$ cat src/rtl/fifo_pkg.sv
// Shared types and helpers for the synchronous FIFO and its read-side controller.
// The count width carries one extra bit so a completely full FIFO is representable.
package fifo_pkg;

    typedef enum logic [1:0] {
        IDLE  = 2'd0,
        FETCH = 2'd1,
        DRAIN = 2'd2
    } rd_state_t;

    function automatic int cnt_width(input int depth);
        return $clog2(depth) + 1;
    endfunction

endpackage

$ cat src/rtl/fifo_skid_buf.sv
// Two-entry skid buffer carrying {data, last}; absorbs the FIFO read pipeline
// so the downstream stream can stall without losing in-flight words.
module fifo_skid_buf #(
    parameter int width = 8
) (
    input  logic             clk,
    input  logic             reset,
    input  logic             push,
    input  logic [width-1:0] push_data,
    input  logic             push_last,
    input  logic             pop_ready,
    output logic             pop_valid,
    output logic [width-1:0] pop_data,
    output logic             pop_last,
    output logic [1:0]       count
);

    logic [width:0] mem [2];
    logic           wr_ptr;
    logic           rd_ptr;
    logic           do_pop;

    assign pop_valid            = (count != 2'd0);
    assign do_pop               = pop_valid && pop_ready;
    assign {pop_data, pop_last} = mem[rd_ptr];

    always_ff @(posedge clk or negedge reset) begin
        if (!reset) begin
            mem[0] <= '0;
            mem[1] <= '0;
            wr_ptr <= 1'b0;
            rd_ptr <= 1'b0;
            count  <= 2'd0;
        end else begin
            if (push) begin
                mem[wr_ptr] <= {push_data, push_last};
                wr_ptr      <= ~wr_ptr;
            end
            if (do_pop)
                rd_ptr <= ~rd_ptr;
            // simultaneous push and pop leaves occupancy unchanged
            case ({push, do_pop})
                2'b10:   count <= count + 2'd1;
                2'b01:   count <= count - 2'd1;
                default: ;
            endcase
        end
    end

endmodule

$ cat src/rtl/fifo_burst_reader.sv
// Read-side controller: drains the FIFO in packets of `burst` words (or a shorter
// flush after `timeout` idle cycles) onto a valid/ready stream with out_last framing.
module fifo_burst_reader
    import fifo_pkg::*;
#(
    parameter int width   = 8,
    parameter int depth   = 16,
    parameter int burst   = 4,
    parameter int timeout = 15,
    localparam int CW     = cnt_width(depth)
) (
    input  logic             clk,
    input  logic             reset,
    input  logic             fifo_empty,
    input  logic [CW-1:0]    fifo_count,
    input  logic [width-1:0] fifo_data,
    output logic             fifo_rd_en,
    output logic [width-1:0] out_data,
    output logic             out_valid,
    input  logic             out_ready,
    output logic             out_last,
    output logic             busy
);

    localparam int            TW          = (timeout > 0) ? $clog2(timeout + 1) : 1;
    localparam logic [CW-1:0] BURST_LEN   = CW'(burst);
    localparam logic [CW-1:0] ONE         = CW'(1);
    localparam logic [TW-1:0] TIMEOUT_CNT = TW'(timeout);

    rd_state_t     state;
    logic [CW-1:0] fetch_left;
    logic [CW-1:0] pkt_len;
    logic [TW-1:0] idle_timer;
    logic          in_flight;
    logic          in_flight_last;
    logic [1:0]    skid_count;
    logic [1:0]    occ;
    logic          out_fire;
    logic          full_trig;
    logic          flush_trig;

    assign full_trig  = (fifo_count >= BURST_LEN);
    assign flush_trig = (timeout != 0) && !fifo_empty && (idle_timer == TIMEOUT_CNT);
    assign pkt_len    = full_trig ? BURST_LEN : fifo_count;
    assign out_fire   = out_valid && out_ready;

    // In-flight read counts against skid space, so at most two words are ever owed downstream.
    assign occ        = skid_count + {1'b0, in_flight};
    assign fifo_rd_en = (state == FETCH) && (fetch_left != '0) && !fifo_empty &&
                        ((occ < 2'd2) || ((occ == 2'd2) && out_fire));

    fifo_skid_buf #(
        .width(width)
    ) u_skid (
        .clk       (clk),
        .reset     (reset),
        .push      (in_flight),
        .push_data (fifo_data),
        .push_last (in_flight_last),
        .pop_ready (out_ready),
        .pop_valid (out_valid),
        .pop_data  (out_data),
        .pop_last  (out_last),
        .count     (skid_count)
    );

    always_ff @(posedge clk or negedge reset) begin
        if (!reset) begin
            state          <= IDLE;
            busy           <= 1'b0;
            fetch_left     <= '0;
            idle_timer     <= '0;
            in_flight      <= 1'b0;
            in_flight_last <= 1'b0;
        end else begin
            in_flight      <= fifo_rd_en;
            // the word read while one remains to fetch is the packet's final word
            in_flight_last <= fifo_rd_en && (fetch_left == ONE);
            case (state)
                IDLE: begin
                    if (full_trig || flush_trig) begin
                        state      <= FETCH;
                        busy       <= 1'b1;
                        fetch_left <= pkt_len;
                        idle_timer <= '0;
                    end else if (fifo_empty) begin
                        idle_timer <= '0;
                    end else if (timeout != 0) begin
                        idle_timer <= idle_timer + TW'(1);
                    end
                end
                FETCH: begin
                    if (fifo_rd_en) begin
                        fetch_left <= fetch_left - ONE;
                        if (fetch_left == ONE)
                            state <= DRAIN;
                    end
                end
                DRAIN: begin
                    if (out_fire && out_last) begin
                        state <= IDLE;
                        busy  <= 1'b0;
                    end
                end
                default: begin
                    state <= IDLE;
                    busy  <= 1'b0;
                end
            endcase
        end
    end

endmodule

$ cat config.mk
export PLATFORM = sky130hd
export DESIGN_NAME = fifo_burst_reader
export DESIGN_NICKNAME = d
export VERILOG_FILES = /design/src/rtl/fifo_pkg.sv /design/src/rtl/fifo_skid_buf.sv /design/src/rtl/fifo_burst_reader.sv
export SDC_FILE = /design/constraint.sdc
export NUM_CORES = 1
export LEC_CHECK = 0
export CORE_MARGIN = 2
export CORE_UTILIZATION = 50
export DETAILED_ROUTE_END_ITERATION = 7
export PLACE_DENSITY = 0.75
export SLEW_MARGIN = 20
export SYNTH_ARGS = -nofsm -noshare
export SYNTH_HDL_FRONTEND = slang
export SYNTH_SLANG_ARGS = --single-unit
export TNS_END_PERCENT = 50
$ cat constraint.sdc
create_clock -name clk -period 1.82 [get_ports clk]
set_input_delay 0.273 -clock clk [delete_from_list [all_inputs] [get_ports clk]]
set_output_delay 0.273 -clock clk [all_outputs]
set_load 0.03 [all_outputs]
### After elaboration in Yosys (flattened, before gate mapping)

Index checks and enable logic that the tools add are counted.

| storage, ports and cells | value |
|---|---|
| flip-flop bits (word level) | 36 |
| bits of input ports | 17 |
| output and inout bits | 12 |
| word-level logic and storage cells | 78 |

| cells by class | value |
|---|---|
| add/sub/neg operators | 5 |
| $lt $le $gt $ge | 5 |
| equal/unequal tests | 11 |
| muxes and demuxes | 21 |
| bitwise gates (word level) | 5 |
| reduce and logical (&&, ||, !) cells | 20 |

Operator list:

| kind | count |
|---|---|
| two-way mux 9 bit | 4 |
| bitwise mux 18 bit | 1 |
| two-way mux 5 bit | 3 |
| case mux 5 bit (2 select lines) | 1 |
| demux 9 bit (select 1 bit) | 1 |
| logical AND 1 bit | 9 |
| two-way mux 2 bit | 4 |
| two-way mux 4 bit | 2 |
| equality test 2 bit (second input constant) | 3 |
| inequality test 2 bit (second input constant) | 3 |
| case mux 2 bit (3 select lines) | 1 |
| AND reduction 3 bit | 2 |
| nonzero test 2 bit | 3 |
| equality test 5 x 1 -> 1 bit (second input constant) | 1 |
| greater-or-equal comparator 5 x 3 -> 1 bit (second input constant) | 1 |
| nonzero test 5 bit | 1 |
| subtractor 5 x 1 -> 5 bit (second input constant) | 1 |
| adder 4 x 1 -> 4 bit (second input constant) | 1 |
| equality test 2 x 1 -> 1 bit (second input constant) | 2 |
| equality test 4 bit (second input constant) | 1 |
| greater-or-equal comparator 2 bit (second input constant) | 2 |
| NOT 1 -> 2 bit | 2 |
| case mux 2 bit (2 select lines) | 1 |
| AND reduction 4 bit | 1 |
| other kinds (12) | 16 |

### Depth between registers and ports, before layout

| logic depth | value |
|---|---|
| depth after elaboration | 7 |
| gate-level depth with buffers | 5 |

### Cells and area by module

Synthesis repeated with hierarchy kept, for this count alone.

| second synthesis, totals | value |
|---|---|
| cells, all modules | 142 |
| area, all modules | 1,739.2 um2 |

Modules (own cells, without submodules):

| module | instances | cells an instance | area each (um2) | sequential area each (um2) |
|---|---|---|---|---|
| fifo_skid_buf | 1 | 62 | 955.9 | 550.5 |
| fifo_burst_reader | 1 | 80 | 783.3 | 350.3 |

### Least setup slack after synthesis

No wires, ideal clock.

| timing path | value |
|---|---|
| path type | reg2reg |
| start | register u_skid.count[0] |
| end | register state[0] |
| setup time | 0.148 ns |
| arrival | 1.561 ns |
| setup slack | 0.111 ns |
| stages on the path, launching flop included | 6 |
| buffers on the path | 0 |
| period minus slack after synthesis | 1.709 ns |
| cells stage by stage | dfrtp_1 > ha_1 > and3b_1 > o22ai_2 > nor2_2 > a311oi_1 |

| between the ends | value |
|---|---|
| cells in the longest elaborated chain, start to end | 7 |

RTL lines:

| element | RTL line | RTL |
|---|---|---|
| start, declared | fifo_skid_buf.sv:15 | `output logic [1:0] count` |
| start signal, assigned | fifo_skid_buf.sv:43 | `2'b10: count <= count + 2'd1;` |
| start signal, assigned | fifo_skid_buf.sv:44 | `2'b01: count <= count - 2'd1;` |
| adder 2 x 1 -> 2 bit / nonzero test 2 bit (equally long branches) | fifo_burst_reader.sv:48, fifo_skid_buf.sv:23 |  |
| equality test 2 bit / logical AND 1 bit (equally long branches) | fifo_burst_reader.sv:50, fifo_burst_reader.sv:45 |  |
| logical AND 1 bit | fifo_burst_reader.sv:50 | `((occ < 2'd2) \|\| ((occ == 2'd2) && out_fire));` |
| logical OR 1 bit * | fifo_burst_reader.sv:50 |  |
| logical AND 1 bit * | fifo_burst_reader.sv:49 | `assign fifo_rd_en = (state == FETCH) && (fetch_left != '0) && !fifo_empty &&` |
| net fifo_rd_en | fifo_burst_reader.sv:17 | `output logic fifo_rd_en,` |
| inequality test 2 bit (no source line) * | n/a |  |
| AND reduction 4 bit (no source line) * | n/a |  |
| end signal, assigned | fifo_burst_reader.sv:69 | `state <= IDLE;` |
| end signal, assigned | fifo_burst_reader.sv:82 | `state <= FETCH;` |
| end signal, assigned | fifo_burst_reader.sv:96 | `state <= DRAIN;` |
| end, declared | fifo_burst_reader.sv:30 | `rd_state_t state;` |

The timed path passes the listed nets; every way through them passes the cells marked *.
A chain may end at the register's enable or synchronous reset.

### Worst setup path after layout

| timing path | value |
|---|---|
| start | register u_skid.count[0] |
| end | output fifo_rd_en |

| between the ends | value |
|---|---|
| cells in the longest elaborated chain, start to end | 5 |

RTL lines:

| element | RTL line |
|---|---|
| adder 2 x 1 -> 2 bit / nonzero test 2 bit (equally long branches) | fifo_burst_reader.sv:48, fifo_skid_buf.sv:23 |
| equality test 2 bit / logical AND 1 bit (equally long branches) | fifo_burst_reader.sv:50, fifo_burst_reader.sv:45 |
| logical AND 1 bit | fifo_burst_reader.sv:50 |
| logical OR 1 bit * | fifo_burst_reader.sv:50 |
| logical AND 1 bit * | fifo_burst_reader.sv:49 |
| end, declared | fifo_burst_reader.sv:17 |

Mark *: on every way between the ends. The rest lies on a longest branch, timed or not.

==> results.cfg <==
[worst_setup_path]
crit_buf_inv = 1
critPathArrivalTime_ns = 1.69
crit_required_ns = 1.55
end_kind = primary output
cp.depth = 5
cp_cell_sequence = ha_1 -> and3b_2 -> o22ai_4 -> nor2_4 -> buf_6
worstSetupStartpointType = flip-flop
cpMaxStageDelayCell = dfrtp_1
critPathKind = flip-flop to primary output
crit_fanout = 3
crit_family = flip-flops
critical-path-max-stage-delay_ns = 0.40
r2r_cells = 6

[clock_network]
cts_hold_buf = 0
htreeDepth = 2
cts_buffers = 5
cts_root_buffer = clkbuf_4
cts_tree = done
path_clk_slew_ns = 0.10
clockBufferDepth = 2
clkSinkCount = 36
clk_latency_ns = 0.34

[logic_synthesis]
avgSynthCellArea_um2 = 12.1
ys.flop_type = dfrtp_1
syn_nets = 169
ys_async_sr_fraction_pct = 100
synth_cell_types = 37
synth_edf_count = 0
synth-seq-cells = 36
synth_warnings = 0
synth_cells = 147
netlist_area_mm2 = 0.00178
seq_area_frac_synth_pct = 50.7

[cells_and_area]
drive_gt1_share_pct = 36.2
final_nets = 218
area_growth_pct = 26.8
final_common_cell = dfrtp_1
num_antenna_cells = 0
final_cell_mix = 35 x dfrtp_1, 27 x mux2_2, 17 x clkdlybuf4s50_1

[sta]
setup_viol = 1
fin_crit_ns = 1.96
slew_viol_final = 0
tightest_slew_ns = 0.496
rsz0062_at_grt = true
slew_headroom_pct = 66.9
hold_slack_ns = 0.333
fin_ws_ns = -0.139
fin_worst_skew_ns = 0.00727
hold_viol_final = 0
fin_crit_sh_pct = 108
fmax_ghz = 0.511

[status]
outcome = complete, but fails checks
violations = negative setup slack

[route]
wl_um = 3570
final_antenna_net_count = 0
vias = 1342
drc = 0
dr.pass1.iters = 4
drt-vias-per-instance = 5.55
wl_per_cell_um = 14.7
drt_iter0_drc = 42

[place]
place_congestion = 0.924
portBuffers = 28
dp_hpwl_um = 2560

[die]
io_pins = 29
start_util_pct = 52.8
rows = 21
die_y_um = 63.6
fp.dieW_um = 63.6
core_area_mm2 = 0.00336
die_area_mm2 = 0.00404

[grt]
grt_usage_pct = 20.1
grt_max_degree = 37
grt_remaining_overflow = 0
first_global_vias = 1391
antenna_found_initial = 0
grt_pass1_wl_um = 6210

[power]
ir_worst_vdd_v = 0.000726
power_frac_clock_pct = 10.8
power_density_mw_per_mm2 = 1610
pwr-share-comb_pct = 53.4
switching_share_pct = 39.3
internal_power_mw = 2.20
power_mw = 3.63
p_leak_nw = 0.989
seq_power_share_pct = 35.8
p_sw_mw = 1.43

[flow_run]
maxCapViolCount = 0

[hold_path]
min-delay-path-class = input pin to async pin
synthesized netlist by cell type, types with 2 or more instances:
| cell type | number | area share (%) |
|---|---|---|
| o211ai_1 | 6 | 2.5 |
| nor2_1 | 7 | 1.5 |
| nor2_2 | 2 | 0.70 |
| nor3_1 | 2 | 0.56 |
| ha_1 | 5 | 3.5 |
| dfrtp_1 | 36 | 51 |
| nand3_1 | 7 | 2.0 |
| and3_1 | 2 | 0.70 |
| a31oi_1 | 2 | 0.70 |
| nand2_1 | 8 | 1.7 |
| or2_2 | 2 | 0.70 |
| nor2b_1 | 2 | 0.70 |
| nand2b_1 | 2 | 0.70 |
| xnor2_1 | 2 | 0.99 |
| xor2_1 | 3 | 1.5 |
| o21ai_0 | 3 | 0.85 |
| mux2_2 | 27 | 17 |
| or3_1 | 5 | 1.8 |
| inv_1 | 5 | 1.1 |
| o21a_1 | 2 | 0.85 |
routing by layer:
layer	up-vias	track usage (%)	part of all wire [%]
li1	638	-	-
met1	664	21.9	41
met3	5	6.79	5.6
met4	0	5.71	1.3
met2	35	36.8	52
met5	-	0	0
worst paths after layout:
| check | startpoint | end | slack [ns] |
|---|---|---|---|
| setup / recovery | u_skid.count[0] | fifo_rd_en | -0.14 |
| hold / removal | reset | u_skid.mem[12] | 0.33 |
| setup reg to reg | u_skid.count[0] | fetch_left[4] | 0.10 |
| hold reg to reg | u_skid.mem[10] | u_skid.mem[10] | 0.51 |
| max in group asynchronous | reset | u_skid.rd_ptr | 1.15 |
| min in group clk | u_skid.mem[10] | u_skid.mem[10] | 0.51 |
area by class of cell:
class                      instances  area (um^2)
clock buffer                       6         41.3
clock inverter                     1         5.00
fill                             285         1110
inverter                           5         18.8
multi-input combinational        105          867
sequential                        36          902
tap                               46         57.6
timing repair buffer              43          360
state kept, by name, indices dropped and copies added, names as in the netlist:
signal,flops
busy,1
fetch_left,5
idle_timer,4
in_flight,1
in_flight_last,1
state,2
u_skid.count,2
u_skid.mem,18
u_skid.rd_ptr,1
u_skid.wr_ptr,1
power by group through the flow:
stage / registers [mW] / clock network (mW) / logic (mW)
after global routing: 1.33 / 0.439 / 2.10
final: 1.30 / 0.393 / 1.94
after global placement: 1.31 / 0 / 1.78
after CTS: 1.31 / 0.396 / 1.88
after floorplan: 1.27 / 0 / 1.29
after detailed placement: 1.34 / 0 / 1.85
timing repair:
action	in CTS	in global routing
pin swaps	2	2
setup buffers	2	5
gates resized for setup	24	19
cloned	0	0
endpoints found under the setup margin	11	10
cells by family after synthesis:
kind of cell	after synthesis	synth area share, %
and+or+nand+nor	43	13.1
DFF	36	50.7
muxes	28	17.7
AOI/OAI and AO/OA	24	11.1
buffers and inverters	6	1.34
xor gates and xnor gates	5	2.47
adders and majority gates	5	3.52
per-stage QoR:
step	setup TNS, ns	worst slack [ns]	cells	area, um^2	util [%]
floorplan	0	0.111	147	1780	-
global placement	0	0.000113	228	2170	64.4
detailed placement	-0.112	-0.0336	228	2170	64.4
CTS	-0.315	-0.165	237	2240	66.7
global route	-0.213	-0.213	242	2250	67.0
finish	-0.139	-0.139	242	2250	67.0
worst reg2reg max path: stages (launching register included):
cell and delay [ns]:
dfrtp_1 0.40, ha_1 0.31, and3b_2 0.26, o22ai_4 0.09
buf_4 0.15, o21a_4 0.22, o21a_1 0.18
Note: power is estimated with default switching activity, not from simulation.
